==> src/rtl/level_pkg.sv <==
// Level-code definitions shared by the level sensor conditioner and the reservoir
// flow controller.
package level_pkg;

   // Thermometer codes: bit n set means water is above sensor n.
   typedef enum logic [2:0] {
      LVL_NONE = 3'b000,
      LVL_S0   = 3'b001,
      LVL_S1   = 3'b011,
      LVL_S2   = 3'b111
   } level_t;

   typedef enum logic {
      ST_MONITOR = 1'b0,
      ST_FAULT   = 1'b1
   } fault_state_t;

   function automatic logic level_is_legal(input logic [2:0] code);
      return code inside {LVL_NONE, LVL_S0, LVL_S1, LVL_S2};
   endfunction

endpackage

==> src/rtl/level_sensor_conditioner_bit_debouncer.sv <==
// Single sensor contact: 2-flop synchronizer followed by a mismatch-run debouncer.
module bit_debouncer
   import level_pkg::*;
#(
   parameter int unsigned DEBOUNCE_CYCLES = 16
) (
   input  logic clk,
   input  logic reset,
   input  logic raw,
   output logic stable
);

   localparam int unsigned CW = $clog2(DEBOUNCE_CYCLES + 1);
   localparam logic [CW-1:0] CNT_MAX = CW'(DEBOUNCE_CYCLES);

   logic          sync1;
   logic          sync2;
   logic [CW-1:0] cnt;

   always_ff @(posedge clk) begin
      if (reset) begin
         sync1 <= 1'b0;
         sync2 <= 1'b0;
      end else begin
         sync1 <= raw;
         sync2 <= sync1;
      end
   end

   // Counter tops out at CNT_MAX and is cleared on the flip, so it never wraps.
   always_ff @(posedge clk) begin
      if (reset) begin
         cnt    <= '0;
         stable <= 1'b0;
      end else if (sync2 == stable) begin
         cnt <= '0;
      end else if (cnt == CNT_MAX) begin
         stable <= sync2;
         cnt    <= '0;
      end else begin
         cnt <= cnt + CW'(1);
      end
   end

endmodule

==> src/rtl/level_sensor_conditioner.sv <==
// Conditions three level-sensor contacts into a legal thermometer code, holding the
// last good level through transients and latching a fault on persistent inconsistency.
module level_sensor_conditioner
   import level_pkg::*;
#(
   parameter int unsigned DEBOUNCE_CYCLES = 16,
   parameter int unsigned FAULT_CYCLES    = 64
) (
   input  logic       clk,
   input  logic       reset,
   input  logic [2:0] raw_s,
   input  logic       fault_clr,
   output logic [2:0] s,
   output logic       changed,
   output logic       fault
);

   localparam int unsigned FW = $clog2(FAULT_CYCLES + 1);
   localparam logic [FW-1:0] FAULT_MAX = FW'(FAULT_CYCLES);

   logic [2:0]    db;
   logic          legal;
   logic [FW-1:0] fcnt;
   fault_state_t  state_q;
   fault_state_t  state_d;
   logic [2:0]    s_d;

   for (genvar i = 0; i < 3; i++) begin : g_bit
      bit_debouncer #(
         .DEBOUNCE_CYCLES(DEBOUNCE_CYCLES)
      ) u_deb (
         .clk   (clk),
         .reset (reset),
         .raw   (raw_s[i]),
         .stable(db[i])
      );
   end

   assign legal = level_is_legal(db);

   always_ff @(posedge clk) begin
      if (reset || legal) begin
         fcnt <= '0;
      end else if (fcnt != FAULT_MAX) begin
         fcnt <= fcnt + FW'(1);
      end
   end

   always_comb begin
      state_d = state_q;
      s_d     = s;
      unique case (state_q)
         ST_MONITOR: begin
            if (fcnt == FAULT_MAX) begin
               state_d = ST_FAULT;
               s_d     = LVL_NONE;
            end else if (legal) begin
               s_d = db;
            end
         end
         ST_FAULT: begin
            if (fault_clr && legal) begin
               state_d = ST_MONITOR;
               s_d     = db;
            end
         end
         default: begin
            state_d = ST_MONITOR;
            s_d     = LVL_NONE;
         end
      endcase
   end

   always_ff @(posedge clk) begin
      if (reset) begin
         state_q <= ST_MONITOR;
         s       <= '0;
         changed <= 1'b0;
      end else begin
         state_q <= state_d;
         s       <= s_d;
         changed <= (s_d != s);
      end
   end

   assign fault = (state_q == ST_FAULT);

   a_fault_forces_none : assert property (@(posedge clk) disable iff (reset)
      fault |-> (s == LVL_NONE));

endmodule

==> config.mk <==
export PLATFORM = sky130hd
export DESIGN_NAME = level_sensor_conditioner
export DESIGN_NICKNAME = d
export VERILOG_FILES = /design/src/rtl/level_pkg.sv /design/src/rtl/level_sensor_conditioner_bit_debouncer.sv /design/src/rtl/level_sensor_conditioner.sv
export SDC_FILE = /design/constraint.sdc
export NUM_CORES = 1
export LEC_CHECK = 0
export ABC_AREA = 1
export ABC_CLOCK_PERIOD_IN_PS = 1450
export BUFFER_PORTS_ARGS = -buffer_cell sky130_fd_sc_hd__clkbuf_2
export CAP_MARGIN = 30
export CORE_MARGIN = 1
export CORE_UTILIZATION = 43
export CTS_BUF_LIST = sky130_fd_sc_hd__clkbuf_4
export DETAILED_ROUTE_END_ITERATION = 8
export SLEW_MARGIN = 20
export SYNTH_ARGS = -nofsm -noshare
export SYNTH_HDL_FRONTEND = slang
export SYNTH_HIERARCHICAL = 1
export SYNTH_SLANG_ARGS = --single-unit
==> constraint.sdc <==
create_clock -name clk -period 1.45 [get_ports clk]
set_clock_uncertainty 0.15 [all_clocks]
set_input_delay 0.29 -clock clk [delete_from_list [all_inputs] [get_ports clk]]
set_output_delay 0.29 -clock clk [all_outputs]
set_load 0.005 [all_outputs]
== Word-level counts from Yosys, hierarchy flattened ==
Index checks and enable logic that the tools add are counted.

* Add/sub/neg operators: 4
* Eq/ne operators: 12
* Muxes and demuxes: 7
* Bitwise logic cells: 4
* Reductions and logical operators: 10

{| class="wikitable"
|+ Operator list
! cell !! number
|-
| adder 5 x 1 -> 5 bit, second input constant || 3
|-
| equality test 5 bit, second input constant || 3
|-
| two-way mux 3 bit || 3
|-
| OR reduction 3 bit || 3
|-
| adder 7 x 1 -> 7 bit, second input constant || 1
|-
| equality test 7 bit, second input constant || 1
|-
| != test 7 bit, second input constant || 1
|-
| one-hot mux 3 bit (2 select lines) || 1
|-
| AND reduction 2 bit || 3
|-
| NOT 1 bit || 4
|-
| nonzero test 4 bit || 1
|-
| equality test 1 bit || 3
|-
| equality test 3 x 1 -> 1 bit, second input constant || 1
|-
| equality test 3 x 2 -> 1 bit, second input constant || 1
|-
| equality test 3 bit, second input constant || 1
|-
| zero test 3 bit || 1
|-
| != test 3 bit || 1
|-
| two-way mux 1 bit || 2
|-
| one-hot mux 1 bit (2 select lines) || 1
|-
| logical AND 1 bit || 1
|-
| logical OR 1 bit || 1
|}

* Flip-flop bits (word level): 36
* Bits of input ports: 6
* Logic and storage cells: 53

== Depth between registers and ports, before layout ==
* Depth in word-level cells: 6
* Mapped depth: 13
* Gate-level depth less buffers: 13

== Cells and area by module ==
The synthesis kept the hierarchy.

{| class="wikitable"
|+ By module, submodules not included
! module !! instances !! cells each !! area each (µm²) !! seq. area each (µm²)
|-
| bit_debouncer || 3 || 47 || 357.8 || 160.2
|-
| level_sensor_conditioner || 1 || 103 || 675.6 || 240.2
|}

== Least setup slack after synthesis ==
No wires, ideal clock.

* Path kind: register to register
* Start point: reg fcnt[0]
* End point: reg changed
* Data arrival time: 1.221 ns
* Data required time: 1.191 ns
* Path slack: -0.030 ns
* Cell stages (with the launch flop): 14
* Buffers on the path: 0
* Clock period less this slack: 1.480 ns
* Cell sequence: dfxtp_1 inv_1 ha_1 nand2_1 nand3b_2 nand2_1 inv_1 nand2_2 nand2_1 nand2_1 nand2_1 nand3_1 nand2_1 inv_1

* Longest elaborated chain between the ends: 4

{| class="wikitable"
|+ Ends and longest elaborated chain
! element !! line !! source
|-
| start: declaration || level_sensor_conditioner.sv:23 || <nowiki>logic [FW-1:0] fcnt;</nowiki>
|-
| start signal: assignment || level_sensor_conditioner.sv:45 || <nowiki>fcnt <= fcnt + FW'(1);</nowiki>
|-
| equality test 7 bit || level_sensor_conditioner.sv:54 || <nowiki>if (fcnt == FAULT_MAX) begin</nowiki>
|-
| two-way mux 3 bit || level_sensor_conditioner.sv:54 ||
|-
| one-hot mux 3 bit (2 select lines) || level_sensor_conditioner.sv:52 || <nowiki>unique case (state_q)</nowiki>
|-
| != test 3 bit || level_sensor_conditioner.sv:82 || <nowiki>changed <= (s_d != s);</nowiki>
|-
| end signal: assignment || level_sensor_conditioner.sv:82 ||
|-
| end: declaration || level_sensor_conditioner.sv:14 || <nowiki>output logic changed,</nowiki>
|}

No other way between the ends.
A chain may end at the register's enable or synchronous reset.

== Final worst setup path ==
Same ends and word-level chain as after synthesis.

==> metrics.md <==
| Metric | Value |
|---|---|
| Status | finished with violations |
| Failing checks | setup timing |
| Final cycle utilization of the critical path | 102% |
| Core footprint | between 0.003 and 0.004 mm^2 |
| Ys async rst share | 0% |
| Placed cell count | between 300 and 400 |
| Cell Area, Synth | 0.00175 mm^2 |
| Synth top area cells | dfxtp_1 41%, nand2_1 11%, inv_1 10% |
| HP Class | in2reg |
| Clock Sinks | 36 |
| Global Route Usage Sum | between 10% and 20% |
| Pre-CTS setup slack | -0.0662 ns |
| Slew margin rel. | approximately 74% |
| Worst Path Arrival | 1.56 ns |
| Fill count | approximately 350 |
| Peak VDD IR | between 0.6 and 0.7 mV |
| TritonCTS Buffers | 5 |
| Yosys top cell by area | dfxtp_1 |
| RR Endpoint | changed |
| Req. time, crit path | between 1.5 and 2 ns |
| Antenna Violating Nets Remaining | 0 |
| Top Ports | 11 |
| Hold Path End | s[0] |
| Syn-to-layout area delta | 21.8% |
| Share of cells above drive strength 1 | 23.1% |
| Detailed-route wire length | 2.95 mm |
| Yosys Warn Count | 6 |
| Initial Util | 46.4% |
| Max FO, Critical Path | 4 |
| Register bit total from synthesis | 36 |
| Non-Filler Instances | between 300 and 400 |
| Die Wd | 65.8 um |
| Final Max Tran Viols | 0 |
| Final Setup Violations | 1 |
| Post-synth top cells | 51 x nand2_1, 47 x inv_1, 36 x dfxtp_1, 36 x nor2_1, 22 x nand3_1 |
| Critical path class | reg2reg |
| DRC violations left | 0 |
| First-pass GRT wire length | ~5.2 mm |
| PD cells | 751 mW/mm^2 |
| Synthesized instance count | between 200 and 250 |
| Via-per-instance ratio | around 4.4 |
| Tmin final | ~1.5 ns |
| Vias in the first global route | about 1300 |
| Clock transition at the registers of the reported paths | 0.11 ns |
| Routed len/inst | ~9 um |
| Post-detail-place hpwl | 2.09 mm |
| RSZ-0062 raised after global routing | true |
| Clock buffer depth | 2 |
| R2R Setup Slk | -0.03 ns |
| Row cnt | 22 |
| Drt initial violations | 76 |
| Avg Cell Area, Syn | approximately 7.2 um^2 |
| N_diodes | 0 |
| Max frequency | about 680 MHz |
| Post-synth EDFFs | 0 |
| GR Overflow Total | 0 |
| Cell variety after synth | 21 |
| Post-Syn Nets | around 260 |
| Vias post-DR | about 1500 |
| Worst-case reg-to-reg path depth | 13 |
| Die Span Y | 65.8 um |
| Slew @ Worst Pin | a little under 0.4 ns |
| CP Capture Type | flop |
| Die area | roughly 0.0043 mm^2 |
| Hold path start | fault_clr |
| Largest net degree at the start of global routing | 14 |
| Routability congestion estimate | about 0.79 |
| Startpoint types | flop |
| P_leak | roughly 0.95 nW |
| Pre-antenna DRT Iters | 4 |
| Ys flop type | dfxtp_1 |
| Post-layout nets | just under 300 |
| H-tree Lvls | 2 |
| Final Hold Fails | 0 |
| CTS tree | built |
| Root Buffer | clkbuf_4 |
| Clk_lat worst skew | between 0.3 and 0.4 ns |
| Most numerous cell in the Yosys netlist | nand2_1 |
| Max Cap Viol | 0 |
| Setup WS post-layout | -0.0254 ns |
| Reg2reg start | fcnt[0] |
| Top-area cell type share of the netlist area | around two fifths |
| Port Buffers | 10 |
| Sequential-to-total area share from yosys stat | 41.2% |
| Worst Hold Depth | 5 |
| Antenna violations before repair | 0 |
[routing by layer]
metal	wire (um)	vias to the layer above	global-route usage, %	part of all wire, %
met2	1290	19	23.6	44
met4	33	0	8.97	1.1
met5	0	-	0	0
met3	91	2	4.83	3.1
met1	1530	610	19.7	52
li1	-	821	-	-
[placed cells by master (no fill, tap or decap), types with 4 or more instances in the layout]
cell type   n
nand3_1    21
clkbuf_4    7
dfxtp_1    33
a21oi_1     7
xnor2_1     5
nand4_1     6
clkbuf_2   10
buf_4      16
nand2_1    47
nand3_2     4
nor2_1     36
nand2_2     8
inv_1      43
ha_1        6
inv_2       4
[flip-flops by register name, indices dropped and copies added, names as in the netlist]
name                cells
changed                 1
fault                   1
fcnt                    7
g_bit.u_deb/cnt        15
g_bit.u_deb/stable      3
g_bit.u_deb/sync1       3
g_bit.u_deb/sync2       3
s                       3
[critical path: stages (launching register included)]
cell	delay, ns
dfxtp_2	0.36
inv_2	0.05
ha_4	0.14
nand2_2	0.05
nand3b_4	0.13
nand2_2	0.05
inv_2	0.08
nand2_4	0.06
nand2_2	0.07
nand2_2	0.04
nand2_1	0.05
nand3_1	0.06
nand2_1	0.05
inv_1	0.04
[how the worst max path moves through the flow]
stage	cells past startpoint	end	slack (ns)	startpoint
global route	11	changed	-0.14	g_bit[0].u_deb/stable
finish	13	changed	-0.03	fcnt[0]
CTS	13	changed	-0.02	fcnt[0]
floorplan	13	changed	0.009	fcnt[0]
global placement	13	changed	-0.04	fcnt[1]
detailed placement	13	changed	-0.07	fcnt[1]
[cell type report]
cell class	instances	area [um^2]	area share, %
multi-input cells	161	913	42.9
well taps	48	60.1	2.82
clock inverters	1	3.75	0.176
flip-flops and latches	36	724	34.0
clock buffers	7	52.6	2.47
inverters	47	176	8.28
repair buffers	29	200	9.40
[power breakdown]
group / internal (mW) / leakage, nW / switching [mW]
registers: 0.998 / 0.293 / 0.00445
clock network: 0.224 / 0.0338 / 0.315
logic: 0.0256 / 0.626 / 0.0336
[logic make-up after synthesis]
kind of cell	share of synthesized area, %
and+or+nand+nor	35.4
buffers and inverters	10.1
DFF	41.2
AOI/OAI and AO/OA	4.08
adders and majority gates	5.72
xor gates and xnor gates	3.51
[timing repair]
action	4_1_cts	5_1_grt
setup endpoints to repair	3	6
endpoints found under the hold margin	3	0
pin swaps	6	3
setup buffers	1	0
resized for setup	9	9
hold buffers	3	0
[through the flow]
| stage | hold slack [ns] | total power [mW] | setup TNS [ns] | area (um^2) | util, % |
|---|---|---|---|---|---|
| after global routing | 0.236 | 1.69 | -0.256 | 2130 | 56.5 |
| after detailed placement | 0.246 | 1.08 | -0.0923 | 1980 | 52.6 |
| after global placement | 0.239 | 1.08 | -0.0488 | 1980 | 52.6 |
| final | 0.251 | 1.60 | -0.0254 | 2130 | 56.5 |
| after floorplan | 0.209 | 1.05 | 0 | 1760 | - |
| after CTS | 0.227 | 1.63 | -0.0222 | 2100 | 55.8 |
(Power assumes the default switching activity.)
